## src/rtl/vend_controller.sv

```systemverilog
// vend_controller: multi-product vending FSM with serial 100-yen change payout.
// Define VEND_STOCK_TRACK_EN to enable per-item stock counters, sold_out and refill.
module vend_controller #(
    parameter int N_ITEMS    = 4,
    parameter int CREDIT_W   = 5,
    parameter int MAX_CREDIT = 20,
    parameter int STOCK_W    = 4
) (
    input  logic                        clock,
    input  logic                        reset,
    input  logic                        coin_100,
    input  logic                        coin_500,
    input  logic                        bill_1000,
    input  logic                        pull_change,
    input  logic [N_ITEMS-1:0]          select,
    input  logic [N_ITEMS*CREDIT_W-1:0] price,
    input  logic                        refill,
    output logic [N_ITEMS-1:0]          pop_item,
    output logic                        coin_out,
    output logic                        reject,
    output logic [CREDIT_W-1:0]         credit,
    output logic                        busy,
    output logic [N_ITEMS-1:0]          sold_out
);

    typedef enum logic {IDLE, PAYOUT} state_t;

    state_t                state, state_next;
    logic [CREDIT_W-1:0]   change_left, change_next, credit_next;
    logic [N_ITEMS-1:0]    pop_next;
    logic                  coin_next, reject_next;

    logic                  ins_any, ins_extra, ins_fits;
    logic [CREDIT_W:0]     ins_val, ins_sum;
    logic                  sel_found, sel_empty;
    logic [N_ITEMS-1:0]    sel_onehot;
    logic [CREDIT_W-1:0]   sel_price, sel_change;

    assign busy = (state == PAYOUT);

    // Insert decode: highest-ranked insert is credited, any other one forces a reject.
    always_comb begin
        ins_any   = coin_100 | coin_500 | bill_1000;
        ins_extra = 1'b0;
        ins_val   = '0;
        if (coin_100) begin
            ins_val   = (CREDIT_W+1)'(1);
            ins_extra = coin_500 | bill_1000;
        end else if (coin_500) begin
            ins_val   = (CREDIT_W+1)'(5);
            ins_extra = bill_1000;
        end else if (bill_1000) begin
            ins_val   = (CREDIT_W+1)'(10);
        end
        ins_sum  = {1'b0, credit} + ins_val;
        ins_fits = (ins_sum <= (CREDIT_W+1)'(MAX_CREDIT));
    end

    always_comb begin
        sel_found  = 1'b0;
        sel_empty  = 1'b0;
        sel_onehot = '0;
        sel_price  = '0;
        for (int unsigned i = 0; i < N_ITEMS; i++) begin
            if (select[i] && !sel_found) begin
                sel_found     = 1'b1;
                sel_onehot[i] = 1'b1;
                sel_price     = price[i*CREDIT_W +: CREDIT_W];
                sel_empty     = sold_out[i];
            end
        end
        sel_change = credit - sel_price;
    end

    always_comb begin
        state_next  = state;
        credit_next = credit;
        change_next = change_left;
        pop_next    = '0;
        coin_next   = 1'b0;
        reject_next = 1'b0;
        case (state)
            IDLE: begin
                if (pull_change && credit != '0) begin
                    change_next = credit;
                    credit_next = '0;
                    state_next  = PAYOUT;
                end else if (ins_any) begin
                    if (ins_fits) credit_next = ins_sum[CREDIT_W-1:0];
                    reject_next = !ins_fits || ins_extra;
                end else if (sel_found && sel_price <= credit && !sel_empty) begin
                    pop_next    = sel_onehot;
                    credit_next = '0;
                    if (sel_change != '0) begin
                        change_next = sel_change;
                        state_next  = PAYOUT;
                    end
                end
            end
            PAYOUT: begin
                coin_next   = 1'b1;
                reject_next = ins_any;
                change_next = change_left - CREDIT_W'(1);
                if (change_left <= CREDIT_W'(1)) state_next = IDLE;
            end
            default: state_next = IDLE;
        endcase
    end

    always_ff @(posedge clock or posedge reset) begin
        if (reset) begin
            state       <= IDLE;
            credit      <= '0;
            change_left <= '0;
            pop_item    <= '0;
            coin_out    <= 1'b0;
            reject      <= 1'b0;
        end else begin
            state       <= state_next;
            credit      <= credit_next;
            change_left <= change_next;
            pop_item    <= pop_next;
            coin_out    <= coin_next;
            reject      <= reject_next;
        end
    end

`ifdef VEND_STOCK_TRACK_EN
    logic [STOCK_W-1:0] stock [N_ITEMS];

    // Refill overrides a same-cycle vend decrement.
    always_ff @(posedge clock or posedge reset) begin
        if (reset) begin
            for (int unsigned i = 0; i < N_ITEMS; i++) stock[i] <= '1;
        end else begin
            for (int unsigned i = 0; i < N_ITEMS; i++) begin
                if (refill)           stock[i] <= '1;
                else if (pop_next[i]) stock[i] <= stock[i] - STOCK_W'(1);
            end
        end
    end

    always_comb begin
        sold_out = '0;
        for (int unsigned i = 0; i < N_ITEMS; i++) sold_out[i] = (stock[i] == '0);
    end
`else
    logic [STOCK_W-1:0] unused_stock;
    assign unused_stock = {STOCK_W{refill}};
    assign sold_out     = '0;
`endif

endmodule

```

## config.mk

```make
export PLATFORM = sky130hd
export DESIGN_NAME = vend_controller
export DESIGN_NICKNAME = d
export VERILOG_FILES = /design/src/rtl/vend_controller.sv
export SDC_FILE = /design/constraint.sdc
export NUM_CORES = 1
export LEC_CHECK = 0
export ABC_CLOCK_PERIOD_IN_PS = 2470
export CORE_MARGIN = 1
export CORE_UTILIZATION = 43
export DETAILED_ROUTE_END_ITERATION = 8
export GPL_ROUTABILITY_DRIVEN = 0
export PLACE_DENSITY = 0.74
export SYNTH_ARGS = -nofsm -noshare
export SYNTH_HDL_FRONTEND = slang
export SYNTH_SLANG_ARGS = --single-unit
```

## constraint.sdc

```tcl
create_clock -name clock -period 2.47 [get_ports clock]
set_clock_uncertainty 0.2 [all_clocks]
set_input_delay 0.494 -clock clock [delete_from_list [all_inputs] [get_ports clock]]
set_output_delay 0.494 -clock clock [all_outputs]
set_load 0.01 [all_outputs]
```

---- After elaboration in Yosys (flattened, before gate mapping) ----
Index checks and enable logic that the tools add are counted.
operators by class
  muxes and demuxes ....................... 39
  equality and inequality tests ........... 4
  order comparisons ....................... 3
  reduce and logical (&&, ||, !) cells .... 15
  bitwise gates (word level) .............. 4
  $add $sub $neg .......................... 3
operators by type and width
  cell                                                                   number
  5-bit two-way mux                                                      12
  4-bit two-way mux                                                      5
  1-bit two-way mux                                                      17
  6-bit two-way mux                                                      2
  5-bit one-hot mux with 2 select lines                                  1
  5-bit nonzero test                                                     2
  3-bit != test, second input constant                                   3
  5-bit by 6-bit adder with 6-bit output                                 1
  6-bit by 5-bit <= comparator with 1-bit output, second input constant  1
  3-bit AND reduction                                                    2
  5-bit by 1-bit <= comparator with 1-bit output, second input constant  1
  5-bit <= comparator                                                    1
  1-bit logical AND                                                      5
  5-bit by 1-bit subtractor with 5-bit output, second input constant     1
  5-bit subtractor                                                       1
  1-bit logical NOT                                                      4
  1-bit one-hot mux with 2 select lines                                  2
  3-bit by 1-bit != test with 1-bit output, second input constant        1
  1-bit bitwise OR                                                       3
  3-bit nonzero test                                                     1
  1-bit logical OR                                                       1
  1-bit inverter                                                         1
storage, ports and cells
  input port bits ......................... 31
  register bits ........................... 17

---- Logic depth before layout (Yosys ltp) ----
  depth after elaboration ................. 17
  depth in mapped cells ................... 13

---- Worst setup path before layout ----
No wires, ideal clock.
  path type ............................... input to register
  start point ............................. input select[1]
  end point ............................... register change_left[1]
  path buffers ............................ 1
  arrival ................................. 3187 ps
  setup time .............................. 125 ps
  setup slack ............................. -1042 ps
  cell stages on the path ................. 11
  data required time ...................... 2145 ps
  path through ............................ buf_6 > nor4b_1 > a221o_1 > ha_1 > inv_1 > fa_1 > xor2_1 > nor3b_1 > o221ai_1 > a21oi_4 > mux2_4
between the ends
  cells in the longest elaborated chain, start to end .. 14
  elaborated cells on any way between the ends .. 23
RTL lines
  what                                   RTL line  RTL
  start, declared                        15        input logic [N_ITEMS-1:0] select,
  1-bit logical AND *                    65        if (select[i] && !sel_found) begin
  1-bit two-way mux                      65
  1-bit logical NOT                      65
  1-bit logical AND                      65
  1-bit two-way mux                      65
  1-bit logical NOT                      65
  1-bit logical AND                      65
  5-bit two-way mux                      65
  5-bit subtractor                       72        sel_change = credit - sel_price;
  5-bit two-way mux                      94        if (sel_change != '0) begin
  5-bit two-way mux                      91        end else if (sel_found && sel_price <= credit && !sel_empty) begin
  5-bit two-way mux                      88        end else if (ins_any) begin
  5-bit two-way mux                      84        if (pull_change && credit != '0) begin
  5-bit one-hot mux with 2 select lines  82        case (state)
  end signal, assigned                   121       change_left <= change_next;
  end, declared                          29        logic [CREDIT_W-1:0] change_left, change_next, credit_next;
Every way passes the cells marked *; elsewhere a longest branch is shown, timed or not. The select of a mux whose other input is x is not followed.
A chain may end at the register's enable or synchronous reset.

---- Worst setup path after layout ----
  start point ............................. input select[0]
  end point ............................... register change_left[0]
between the ends
  cells in the longest elaborated chain, start to end .. 16
  elaborated cells on any way between the ends .. 26
RTL lines
  what                                   RTL line
  1-bit two-way mux                      65
  1-bit logical NOT                      65
  1-bit logical AND                      65
  1-bit two-way mux                      65
  1-bit logical NOT                      65
  1-bit logical AND                      65
  1-bit two-way mux                      65
  1-bit logical NOT                      65
  1-bit logical AND                      65
  5-bit two-way mux                      65
  5-bit subtractor                       72
  5-bit two-way mux                      94
  5-bit two-way mux                      91
  5-bit two-way mux                      88
  5-bit two-way mux                      84
  5-bit one-hot mux with 2 select lines  82
Parallel ways exist; a longest one is shown, timed or not. The select of a mux whose other input is x is not followed.

==> reports/results.ini <==
[yosys]
avgSynthCellArea_um2=9.04
yosysMostFrequentCell=dfrtp_1
synth_area_leaders=dfrtp_1, ha_1, nor2_1
async_reset_ff_frac=1.00
yosys.area.top_type=dfrtp_1
synth_edf_count=0
synth.distinct_cells=53
synth_seq_cells=17
seq_area_frac_synth=0.275
mappedNetlistArea_um2=1550
synth_warnings=0
synth_top_area_frac=0.275
ys.flop_type=dfrtp_1
syn_inst=171
synth_common_cells=dfrtp_1, nor2_1, inv_1

[layout]
fillers=188
fin_nets=304
diodes=0
drive_gt1_frac=0.440
fin_util=0.810
syn_to_final_growth_pct=77.6
fin_cells=305

[timing]
clock.fmax_mhz=340
post-route-min-period_ns=2.94
rsz0062_at_grt=true
worst_slack_ns=-0.474
hold_viol=0
final.period_utilization=1.19
slew-limit-headroom=0.588
tightest_slew_ns=0.617
fin_tns_setup_ns=-4.67
slew_violations=0
fin_hold_ws_ns=0.349
setup_viol=15

[detailed_routing]
route.detailed.wl_per_inst_um=19.4
drt.antenna.violating_nets=0
drtPass1Iterations=4
drc=0
viasPerCell=5.99
vias=1828
drt_iter0_drc=90
wl_um=5920

[worst_setup_path]
cp_common_cell=buf_4
r2r_slack_ns=-0.07
critPathBufInv=5
arrival_ns=2.92
required_ns=2.45
start_kind=input port
crit_fanout=7
cp_cell_sequence=buf_4 -> buf_4 -> buf_4 -> nor2_1 -> a221oi_4 -> buf_4 -> ha_4 -> nand3b_1 -> and3b_2 -> o221ai_4 -> buf_6 -> a211oi_4 -> a2111oi_4
path_class=input port to flop
cp_slowest_cell=and3b_2
cpPeakStageDelay_ns=0.31
worstReg2RegStart=credit[0]
critPathCaptureType=flop
crit_path_start=select[0]
critPathTopFamily=buffers and inverters

[place]
preCtsSetupSlack_ns=-1.21
io_buffers=41
dp_cells=292
dpl.hpwl_um=3680

[floorplan]
pin_count=47
start_util=0.456
fp.dieW_um=61.9
core_area_um2=3390
die-area_um2=3840
num_rows=21
die_h_um=61.9

[global_routing]
gr-usage-all-layers=0.287
grt_overflow=0
grt_pass1_wl_um=7910
grt_pass1_vias=1747
grt_max_degree=18
antenna_found_initial=0

[job]
max_cap_violations=0

[cts]
cts_tree=built
clkSinkCount=17
cts_buffers=3
htree_levels=1
clockRootBuffer=clkbuf_4
cts.reportedPaths.clkPinSlew_ns=0.09
worstSkewPairLatency_ns=0.28
clockBufferDepth=2

[status]
status=complete, but fails checks
violations=setup timing

[min_path]
min_from=select[0]
min_path_type=input port to flop

[pwr]
p_leak_nw=1.18
powerDensity_nw_per_um2=932
vdd_ir_drop_max_mv=0.521

-- kinds of logic after synthesis --
kind of cell               synth area share
adders and majority gates             0.115
buffers and inverters                0.0640
muxes                                0.0364
DFF                                   0.275
other                               0.00243
xor gates and xnor gates             0.0453
and+or+nand+nor                       0.177
AOI/OAI and AO/OA                     0.284
-- cells in the final DEF (no fill, tap or decap), types with 3 or more instances in the layout --
cell             count
nand2_1              5
dlygate4sd2_1        8
a21o_1               4
o211ai_1             3
ha_1                 6
dfrtp_1             17
clkdlybuf4s50_1     27
clkbuf_4             3
a21oi_1              4
nand3_1              3
conb_1               4
nor2_1              12
a22oi_2              3
a21oi_2              3
mux2i_1              3
o21ai_0              7
nor3_1               4
ha_4                 4
o32ai_2              3
nand3_2              4
inv_1               12
buf_4               45
xnor2_1              5
-- worst reg2reg max path: cells and delay by family (launching register included) --
kind / cells / cell delay (ns)
AOI/OAI and AO/OA: 3 / 0.52
buffers and inverters: 3 / 0.28
xor gates and xnor gates: 1 / 0.18
DFF: 1 / 0.40
adders and majority gates: 2 / 0.56
and+or+nand+nor: 1 / 0.26
-- per-stage QoR --
| step | area [um^2] | power, mW |
|---|---|---|
| floorplan | 1600 | 1.30 |
| global placement | 2300 | 1.82 |
| detailed placement | 2300 | 1.90 |
| CTS | 2560 | 2.27 |
| global route | 2740 | 2.72 |
| finish | 2740 | 2.56 |
-- per-layer routing --
metal	routed length, um	global-route usage	vias to the layer above
met3	260	0.0559	26
li1	-	-	816
met1	2320	0.323	903
met4	312	0.165	0
met5	0	0	-
met2	3030	0.502	83
-- final timing paths --
| check | to | cells past startpoint |
|---|---|---|
| worst max-delay path | change_left[0] | 13 |
| worst min-delay path | pop_item[1] | 3 |
| worst max register to register | change_left[0] | 10 |
| worst min register to register | change_left[3] | 2 |
| max in group asynchronous | pop_item[1] | 2 |
| min in group asynchronous | coin_out | 2 |
-- layout make-up --
type / count / area, um^2 / share of cell area
Inverter: 13 / 48.8 / 0.0178
Clock buffer: 4 / 26.3 / 0.00958
Tap cell: 46 / 57.6 / 0.0210
Timing Repair Buffer: 88 / 787 / 0.287
Multi-Input combinational cell: 137 / 1400 / 0.510
Sequential cell: 17 / 425 / 0.155
-- repair_timing --
action                                  in CTS  in global routing
endpoints found under the setup margin      16                 16
resized for setup                           72                 23
buffers inserted                             7                  5
gates cloned                                 0                  0
pin swaps                                   42                 18
hold buffers                                 0                  0
-- state kept, by name, summed over array words and instances, names as in the netlist --
name	flops
credit	5
change_left	5
reject	1
coin_out	1
pop_item	4
busy	1
-- report_power, final --
part	internal (mW)	total (mW)	switching [mW]	leakage (nW)
combinational	0.969	1.91	0.944	0.950
clock	0.0628	0.144	0.0811	0.0150
sequential	0.368	0.502	0.134	0.210
total	1.40	2.56	1.16	1.18
Power figures use the tool's default switching activity.
